===== src/rtl/alu_seq_pp44.sv =====
// Command sequencer driving an external 8-bit ALU from a 4x8 register file.
// Build option: define ALU_SEQ_CHAIN_EN to feed flag_c back as the ALU carry-in.
module alu_seq_pp44 (
  input  logic       clk,
  input  logic       rst,
  input  logic       cmd_valid,
  output logic       cmd_ready,
  input  logic [2:0] cmd_op,
  input  logic       cmd_pass,
  input  logic [1:0] cmd_dst,
  input  logic [1:0] cmd_srca,
  input  logic [1:0] cmd_srcb,
  input  logic       cmd_bsel,
  input  logic [7:0] cmd_imm,
  input  logic       cmd_cin,
  output logic [7:0] alu_a,
  output logic [7:0] alu_b,
  output logic [2:0] alu_op,
  output logic       alu_en,
  output logic       alu_cin,
  input  logic [7:0] alu_res,
  input  logic       alu_cout,
  output logic       done,
  output logic [7:0] result,
  output logic       flag_c,
  output logic       flag_z,
  input  logic [1:0] rd_sel,
  output logic [7:0] rd_data
);

  typedef enum logic [1:0] {StIdle, StIssue, StWb} state_e;

  state_e     state_q, state_d;
  logic [7:0] rf_q [4];
  logic [1:0] dst_q;
  logic [7:0] alu_a_q, alu_b_q, result_q;
  logic [2:0] alu_op_q;
  logic       alu_en_q, alu_cin_q, flag_c_q, flag_z_q;
  logic       accept;
  logic       cin_sel;

`ifdef ALU_SEQ_CHAIN_EN
  logic unused_cmd_cin;
  assign unused_cmd_cin = cmd_cin;
  assign cin_sel = flag_c_q;
`else
  assign cin_sel = cmd_cin;
`endif

  always_comb begin
    state_d   = state_q;
    cmd_ready = 1'b1;
    done      = 1'b0;
    unique case (state_q)
      StIdle: begin
        if (cmd_valid) state_d = StIssue;
      end
      StIssue: begin
        cmd_ready = 1'b0;
        state_d   = StWb;
      end
      StWb: begin
        done    = 1'b1;
        state_d = cmd_valid ? StIssue : StIdle;
      end
      default: state_d = StIdle;
    endcase
  end

  assign accept = cmd_valid && cmd_ready;

  always_ff @(posedge clk) begin
    if (rst) begin
      state_q   <= StIdle;
      dst_q     <= 2'd0;
      alu_a_q   <= 8'h00;
      alu_b_q   <= 8'h00;
      alu_op_q  <= 3'd0;
      alu_en_q  <= 1'b0;
      alu_cin_q <= 1'b0;
      result_q  <= 8'h00;
      flag_c_q  <= 1'b0;
      flag_z_q  <= 1'b0;
      for (int i = 0; i < 4; i++) rf_q[i] <= 8'h00;
    end else begin
      state_q <= state_d;
      // Register file is written before WB, so a WB-cycle accept reads fresh data.
      if (accept) begin
        alu_a_q   <= rf_q[cmd_srca];
        alu_b_q   <= cmd_bsel ? cmd_imm : rf_q[cmd_srcb];
        alu_op_q  <= cmd_op;
        alu_en_q  <= !cmd_pass;
        alu_cin_q <= cin_sel;
        dst_q     <= cmd_dst;
      end
      if (state_q == StIssue) begin
        rf_q[dst_q] <= alu_res;
        result_q    <= alu_res;
        flag_z_q    <= (alu_res == 8'h00);
        // Carry-out is only meaningful for an enabled add-with-carry.
        if (alu_op_q == 3'b001 && alu_en_q) flag_c_q <= alu_cout;
      end
    end
  end

  assign alu_a   = alu_a_q;
  assign alu_b   = alu_b_q;
  assign alu_op  = alu_op_q;
  assign alu_en  = alu_en_q;
  assign alu_cin = alu_cin_q;
  assign result  = result_q;
  assign flag_c  = flag_c_q;
  assign flag_z  = flag_z_q;
  assign rd_data = rf_q[rd_sel];

endmodule


===== config.mk =====
export PLATFORM = sky130hd
export DESIGN_NAME = alu_seq_pp44
export DESIGN_NICKNAME = d
export VERILOG_FILES = /design/src/rtl/alu_seq_pp44.sv
export SDC_FILE = /design/constraint.sdc
export NUM_CORES = 1
export LEC_CHECK = 0
export CORE_AREA = 2 2 124 66
export CTS_CLUSTER_SIZE = 30
export DETAILED_ROUTE_END_ITERATION = 10
export DIE_AREA = 0 0 126 68
export PLACE_DENSITY_LB_ADDON = 0.3
export SETUP_SLACK_MARGIN = 0.4
export SLEW_MARGIN = 20
export SYNTH_ARGS = -nofsm -noshare
export SYNTH_HDL_FRONTEND = slang
export SYNTH_SLANG_ARGS = --single-unit

===== constraint.sdc =====
create_clock -name clk -period 1.76 [get_ports clk]
set_clock_uncertainty 0.1 [all_clocks]
set_input_delay 0.176 -clock clk [delete_from_list [all_inputs] [get_ports clk]]
set_output_delay 0.176 -clock clk [all_outputs]
set_load 0.005 [all_outputs]

==> Word-level counts from Yosys, hierarchy flattened <==
Memory sizes are Yosys's and may differ from the RTL's. A register that Yosys moved wholly into a read port is not among the register bits.
Index checks and enable logic that the tools add are counted.
{ "word_totals": {"regBits": 27, "ramBits": 32, "in_bits": 34, "out_inout_bits": 41, "wordCells": 35, "memories": 1} }
{ "classes": {"eq_ne": 4, "n_mux": 14, "reduce_logical": 7} }
{ "memory_table": {"columns": ["memory", "depth", "width", "rd", "rd_ports_with_merged_regs", "write_ports", "line_no", "source"], "rows": [
  ["rf_q", 4, 8, 3, 1, 4, "34", "logic [7:0] rf_q [4];"]
]} }
{ "op_table": {"columns": ["operator", "n"], "rows": [
  ["$mux 8", 2],
  ["$mux 1", 9],
  ["$logic_not 8->1", 1],
  ["$reduce_or 8->1", 1],
  ["$pmux 2 s3", 1],
  ["$mux 2", 2],
  ["$eq 3x1->1 const B", 1],
  ["$eq 2x1->1 const B", 1],
  ["$eq 2x2->1 const B", 1],
  ["$logic_and 1x1->1", 2],
  ["$logic_not 2->1", 1],
  ["$ne 2x2->1 const B", 1],
  ["$reduce_and 2->1", 1],
  ["$logic_not 1->1", 1]
]} }

==> Depth between registers and ports, before layout <==
Gate-level depths: netlist of run 1.
{ "logic_depth": {"word_depth": 6, "mapped_depth": 6} }

==> Worst setup path before layout of run 1 <==
No wires, ideal clock.
{ "synth_timing": {"path_type": "register -> register", "start": "register dst_q[1]", "end": "memory rf_q[1][0] (enable)", "setup_ns": 0.329, "arrival_time_ns": 1.165, "t_required_ns": 1.331, "path_slack_ns": 0.166, "stages_incl_launch_ff": 4, "n_path_buf": 0, "cell_sequence": "dfxtp_1 nand2b_1 nor4b_2 or2_1"} }
{ "synth_lines": {"columns": ["item", "line_no", "source"], "rows": [
  ["start, declared", "35", "logic [1:0] dst_q;"],
  ["start signal, assigned", "94", "dst_q <= cmd_dst;"],
  ["end, declared", "34", null]
]} }

==> results of run 1 <==
layout make-up:
class / count / area share (%)
Sequential cell: 67 / 30.28
Tap cell: 100 / 2.258
Inverter: 2 / 0.2484
Clock buffer: 13 / 5.170
Timing Repair Buffer: 148 / 28.27
Clock inverter: 3 / 1.174
Multi-Input combinational cell: 181 / 32.60
worst max-delay path, delay by kind of cell, from the launching register on:
kind	cells	cell delay (ps)
buffers and inverters	1	150
flip-flops	1	440
multiplexers	1	520
registers in the layout (all words and copies together) (netlist names):
| signal | cells |
|---|---|
| alu_b | 8 |
| flag_c | 1 |
| alu_op | 3 |
| dst_q | 2 |
| alu_en | 1 |
| flag_z | 1 |
| rf_q | 32 |
| alu_a | 8 |
| alu_cin | 1 |
| result | 8 |
| state_q | 2 |
cells by family (layout without fill, tap and decap cells):
| family | count (synthesis) | after routing | share of synthesized area (%) |
|---|---|---|---|
| AND/OR/NAND/NOR | 83 | 83 | 14.85 |
| flip-flops | 67 | 67 | 51.92 |
| AO/OA/AOI/OAI | 66 | 66 | 12.55 |
| multiplexers | 32 | 32 | 17.12 |
| buffers and inverters | 23 | 166 | 3.557 |
report_power, final:
part / internal [mW] / switching [mW]
clock network: 1.43 / 0.674
registers: 1.72 / 0.0690
logic: 0.463 / 0.350
total: 3.61 / 1.09
metal layers:
metal  track usage (%)  up-vias  routed length, um  share of wire, %
li1                  -     1310                  -                 -
met1             32.23     1433               5032                45
met2             34.41      166               4885                44
met3             9.304       24               1030               9.2
met4             8.379        0                202               1.8
met5                 0        -                  0                 0
synth_stat cells (2+ instances only):
| cell type | instances | area share (%) |
|---|---|---|
| nand3_1 | 16 | 2.5 |
| mux2_2 | 14 | 4.9 |
| buf_2 | 6 | 0.94 |
| dfxtp_1 | 35 | 22 |
| and2_1 | 32 | 6.3 |
| edfxtp_1 | 32 | 30 |
| mux2_4 | 2 | 0.94 |
| buf_1 | 3 | 0.35 |
| clkbuf_1 | 8 | 0.94 |
| a222oi_1 | 8 | 2.5 |
| nand2_1 | 18 | 2.1 |
| a211oi_1 | 9 | 2.1 |
| or2_2 | 2 | 0.39 |
| nor2b_1 | 3 | 0.59 |
| mux4_2 | 16 | 11 |
| o21ai_0 | 14 | 2.2 |
| nor4_1 | 2 | 0.39 |
| buf_6 | 2 | 0.70 |
| nor2_2 | 2 | 0.39 |
| nor4_2 | 2 | 0.78 |
| a21oi_1 | 33 | 5.2 |
stage by stage:
| step | hold slack, ps | utilization, % | area, um^2 | power [mW] | worst slack (ps) |
|---|---|---|---|---|---|
| 2_1_floorplan | 166.1 | - | 3266 | 2.075 | 318.5 |
| 3_3_place_gp | 341.4 | 55.01 | 4179 | 2.373 | -331.3 |
| 6_report | 239.7 | 72.94 | 5542 | 4.700 | 40.61 |
| 4_1_cts | 203.2 | 65.14 | 4949 | 4.531 | 38.25 |
| 5_1_grt | 258.1 | 72.94 | 5542 | 4.833 | 2.000 |
| 3_5_place_dp | 349.5 | 55.01 | 4179 | 2.380 | -340.7 |
worst paths after layout:
path / to / slack (ps) / depth (start not counted)
min reg2reg: result[2] / 350 / 2
max reg2reg: alu_b[0] / 90 / 5
min: result[7] / 240 / 2
max: rd_data[4] / 40 / 2
repair_timing:
item / 4_1_cts / 5_1_grt
resized for setup: 114 / 104
buffers inserted: 32 / 22
endpoints found under the setup margin: 96 / 107
gates cloned: 3 / 3
hold buffers: 0 / 0
pin swaps: 15 / 38
==> results.txt, run 1 <==
ant diodes = 0
post-DP HPWL = 6.232 mm
Syn Inst Count = 271
first-pass GRT wire length = 14.96 mm
row cnt = 23
distinct cell type count after synthesis = 33
area of all sequential standard cells = 0.001678 mm^2
CP required = 1480 ps
PwrDens = 848.1 mW/mm^2
initial antenna violation count = 0
reg2reg start = rf_q[3][0]
root buf cell = clkbuf_16
dpl cells = 438
initial core utilization = 42.13%
GPL Wtd Cong = 0.8281
critical path cell sequence = mux4_2, buf_2
hold crit path type = in -> reg
largest fanout on the critical path = 2
largest net degree at the start of global routing = 25
Most used DFF post-synth = dfxtp_1
Post-Syn Nets = 305
die area = 0.008568 mm^2
clock-pin transition on the worst setup and hold timing paths = 50 ps
total routed wirelength = 11.15 mm
Worst-Skew Late Latency = 340 ps
post-route minimum period = 1719 ps
clk buf depth = 2
# IOs = 75
Final Non-Filler Cells = 514
Die X = 126 um
total number of vias = 2933
ys async rst share = 0%
CTS tree = done
RSZ-0062 raised after global routing = true
critical path class = reg -> out
most frequent cells in the layout = dlygate4sd2_1 (34), edfxtp_1 (32), buf_6 (30), clkdlybuf4s50_1 (29), buf_4 (29)
hold_sp = rst
Core Footprint = 0.007597 mm^2
PortBufs = 74
crit end category = primary output
Critical path origin = rf_q[3][4]
run status = finished clean
Worst Tran Pin Value = 601.3 ps
fin nets = 443
Worst Setup Start Kind = flip-flop
post-synthesis sequential area ratio = 51.92%
synthesized area = 0.003201 mm^2
Post-DRT Antenna Nets = 0
Max Cap Violations = 0
fmax = 581.6 MHz
Max-slew headroom = 59.91%
Final Hold Vio Count = 0
drc violations = 0
final slew viol count = 0
register bit total from synthesis = 67
layout cells sized above 1 = 53.62%
vias in the first global route = 2730
Worst EP arrival = 1440 ps
Clock Sinks = 67
H-tree Lvls = 3
syn_area_per_cell = 11.81 um^2
drt pass-1 iters = 6
final critical-path share of the clock period = 97.69%
area occupied by multi-input gates = 0.001807 mm^2
EDFF count, synth = 32
CP max stage delay = 520 ps
YS warnings = 0
GRT overflow = 0
VDD IR max = 0.0005720 V
GRT Total Usage = 23.62%
initial drt markers = 347
Crit-path slowest cell = mux4_2
setup TNS = 0 ps
endpoints failing setup = 0
vias per cell = 5.706
Num CTS Buffers = 9
Pleak = 2.267 nW
fill count = 502
commonest non-fill, non-tap cell in the layout = dlygate4sd2_1
area growth from synthesis to layout = 73.14%
DR WL/cell = 21.69 um
Die H = 68 um
(Power assumes the default switching activity.)
==> inputs of run 2 (changes only) <==
- CAP_MARGIN: unset -> 10
==> results of run 2 <==
The final DEF is identical to that of run 1; final timing and power are the same.
==> edit, RTL diff (flow settings as in run 1) <==
Register the output `flag_z` once more, with the module's reset; this adds one clock of latency there. The other outputs are not delayed to match.
--- a/src/rtl/alu_seq_pp44.sv
+++ b/src/rtl/alu_seq_pp44.sv
@@ -112,3 +112,9 @@
   assign flag_c  = flag_c_q;
-  assign flag_z  = flag_z_q;
+  always_ff @(posedge clk) begin
+    if (rst) begin
+      flag_z <= '0;
+    end else begin
+      flag_z <= flag_z_q;
+    end
+  end
   assign rd_data = rf_q[rd_sel];
Function: changed (Yosys sat finds a counterexample within 4 cycles, from zero or initial values and one cycle with rst high).
==> edit against run 1 <==
  * Setup slack improved by 0.0090 ns
  * Register-to-register slack improved by 0.09 ns
  * Die area did not move
  * Hold slack better by 0.041 ns
  * Combinational power shrank 14%
  * Wire length fell by 11%
  * Sequential cell count up 1
  * Fmax rose by 0.53%
  * Utilization fell by 5.3 points
  * Power is 4.9% lower
  * Area after synthesis up 1.1%
  * Cell area down 7.3%
  * Critical endpoint is now rd_data[5]
  * Largest cell class is now sequential cells
  * Highest routed layer unchanged
==> edit: results (changes against run 1) <==
- Internal power: 3.46 mW (-4.0%)
* LEAKAGE: 2.10 nW (-7.3%)
* Detail Placement HPWL: 6.57 mm (+5.5%)
- FF-to-FF End: alu_b[6]
* Overall via count from detail_route: 2798 (-4.6%)
- WHS Endpoint: flag_c
- The net count of the mapped netlist is 308 (+0.98%).
* Slew at the pin with the worst max-slew slack: 0.356 ns (-0.246 ns)
* Post-synthesis cell count: 274 (+1.1%)
- The share of cells above drive strength 1 is 41.5% (-12 points).
* Proportion of synthesized chip area in sequential cells: 52.0% (+0.077 points)
* CP startpoint: rf_q[2][5]
- Period utilisation layout: 97.2% (-0.51 points)
- Register with the most flip-flops: rf_q
* Net count of the finished layout: 427 (-3.6%)
* Average wire length per cell after detail routing: 20.0 um (-8.0%)
* Status: completed
* Buffers from clock root to sink, at most: 2 (unchanged)
- Hold_ws: 0.280 ns (+0.0408 ns)
- The minimum setup slack among reg-to-reg paths came to 0.18 ns (+0.09 ns).
- The delay of the slowest critical-path stage came to 0.49 ns (-0.03 ns).
- The worst vdd rail ir drop was 0.478 mV (-16%).
- Power Sequential: 1.81 mW
- The total placed cells including tap cells came to 442 (+0.91%).
* Via count of the first global-routing pass: 2638 (-3.4%)
- By count the netlist is led by dfxtp_1 (36), a21oi_1 (33), and2_1 (32), edfxtp_1 (32), nand2_1 (17).
- Drt pass-1 iters: 6 (unchanged)
- Synth area leaders: edfxtp_1 (30%), dfxtp_1 (22%), mux4_2 (11%), and2_1 (6.2%), a21oi_1 (5.1%)
* Setup Slack @ Placement: -0.317 ns (+0.0240 ns)
- Post-route total power: 4.47 mW (-4.9%)
- In this run the worst setup path terminates at rd_data[5].
- Part of the total power dissipated in the clock network: 43.8% (-0.9 points)
- The total length of routed wires is 9.94 mm (-11%).
* Area after DPL: 4180 sq um (about the same)
- The worst hold path stage count was 3 (+1).
* Highest net fanout along the worst path: 3 (+1)
* First-pass GRT wire length: 14.6 mm (-2.4%)
- The final RePlAce weighted congestion is 0.887 (+7.1%).
- 1st-iter DRT viols: 320 (-7.8%)
* Final number of max-transition violations: 0 (unchanged)
- The startpoint identified for the worst register-to-register timing path is rf_q[0][6].
[edit: per-layer routing]
layer / vias to the layer above / global-route usage, % / part of all wire (%)
li1: 1283 / - / -
met1: 1377 / 32.9 / 47
met2: 124 / 33.9 / 42
met3: 14 / 8.76 / 9.3
met4: 0 / 5.77 / 1.1
met5: - / 0 / 0
[edit: cells by family after synthesis]
kind of cell / Yosys count / share of synthesized area (%)
DFF: 68 / 52.0
buffers and inverters: 25 / 4.26
and+or+nand+nor: 83 / 14.4
muxes: 32 / 16.9
AOI/OAI and AO/OA: 66 / 12.4
[edit: what timing repair did]
item                       4_1_cts  5_1_grt
gates cloned                     3        2
buffers inserted                21       14
gates resized for setup        102       69
pin swaps                        9       21
setup endpoints to repair       84       96
[edit: cell type report]
type	count	area, sq um
clock buffer	12	256
clock inverter	4	71.3
fill	531	2460
inverter	2	20.0
multi-input combinational	181	1610
sequential	68	1700
tap	100	125
timing repair buffer	131	1360
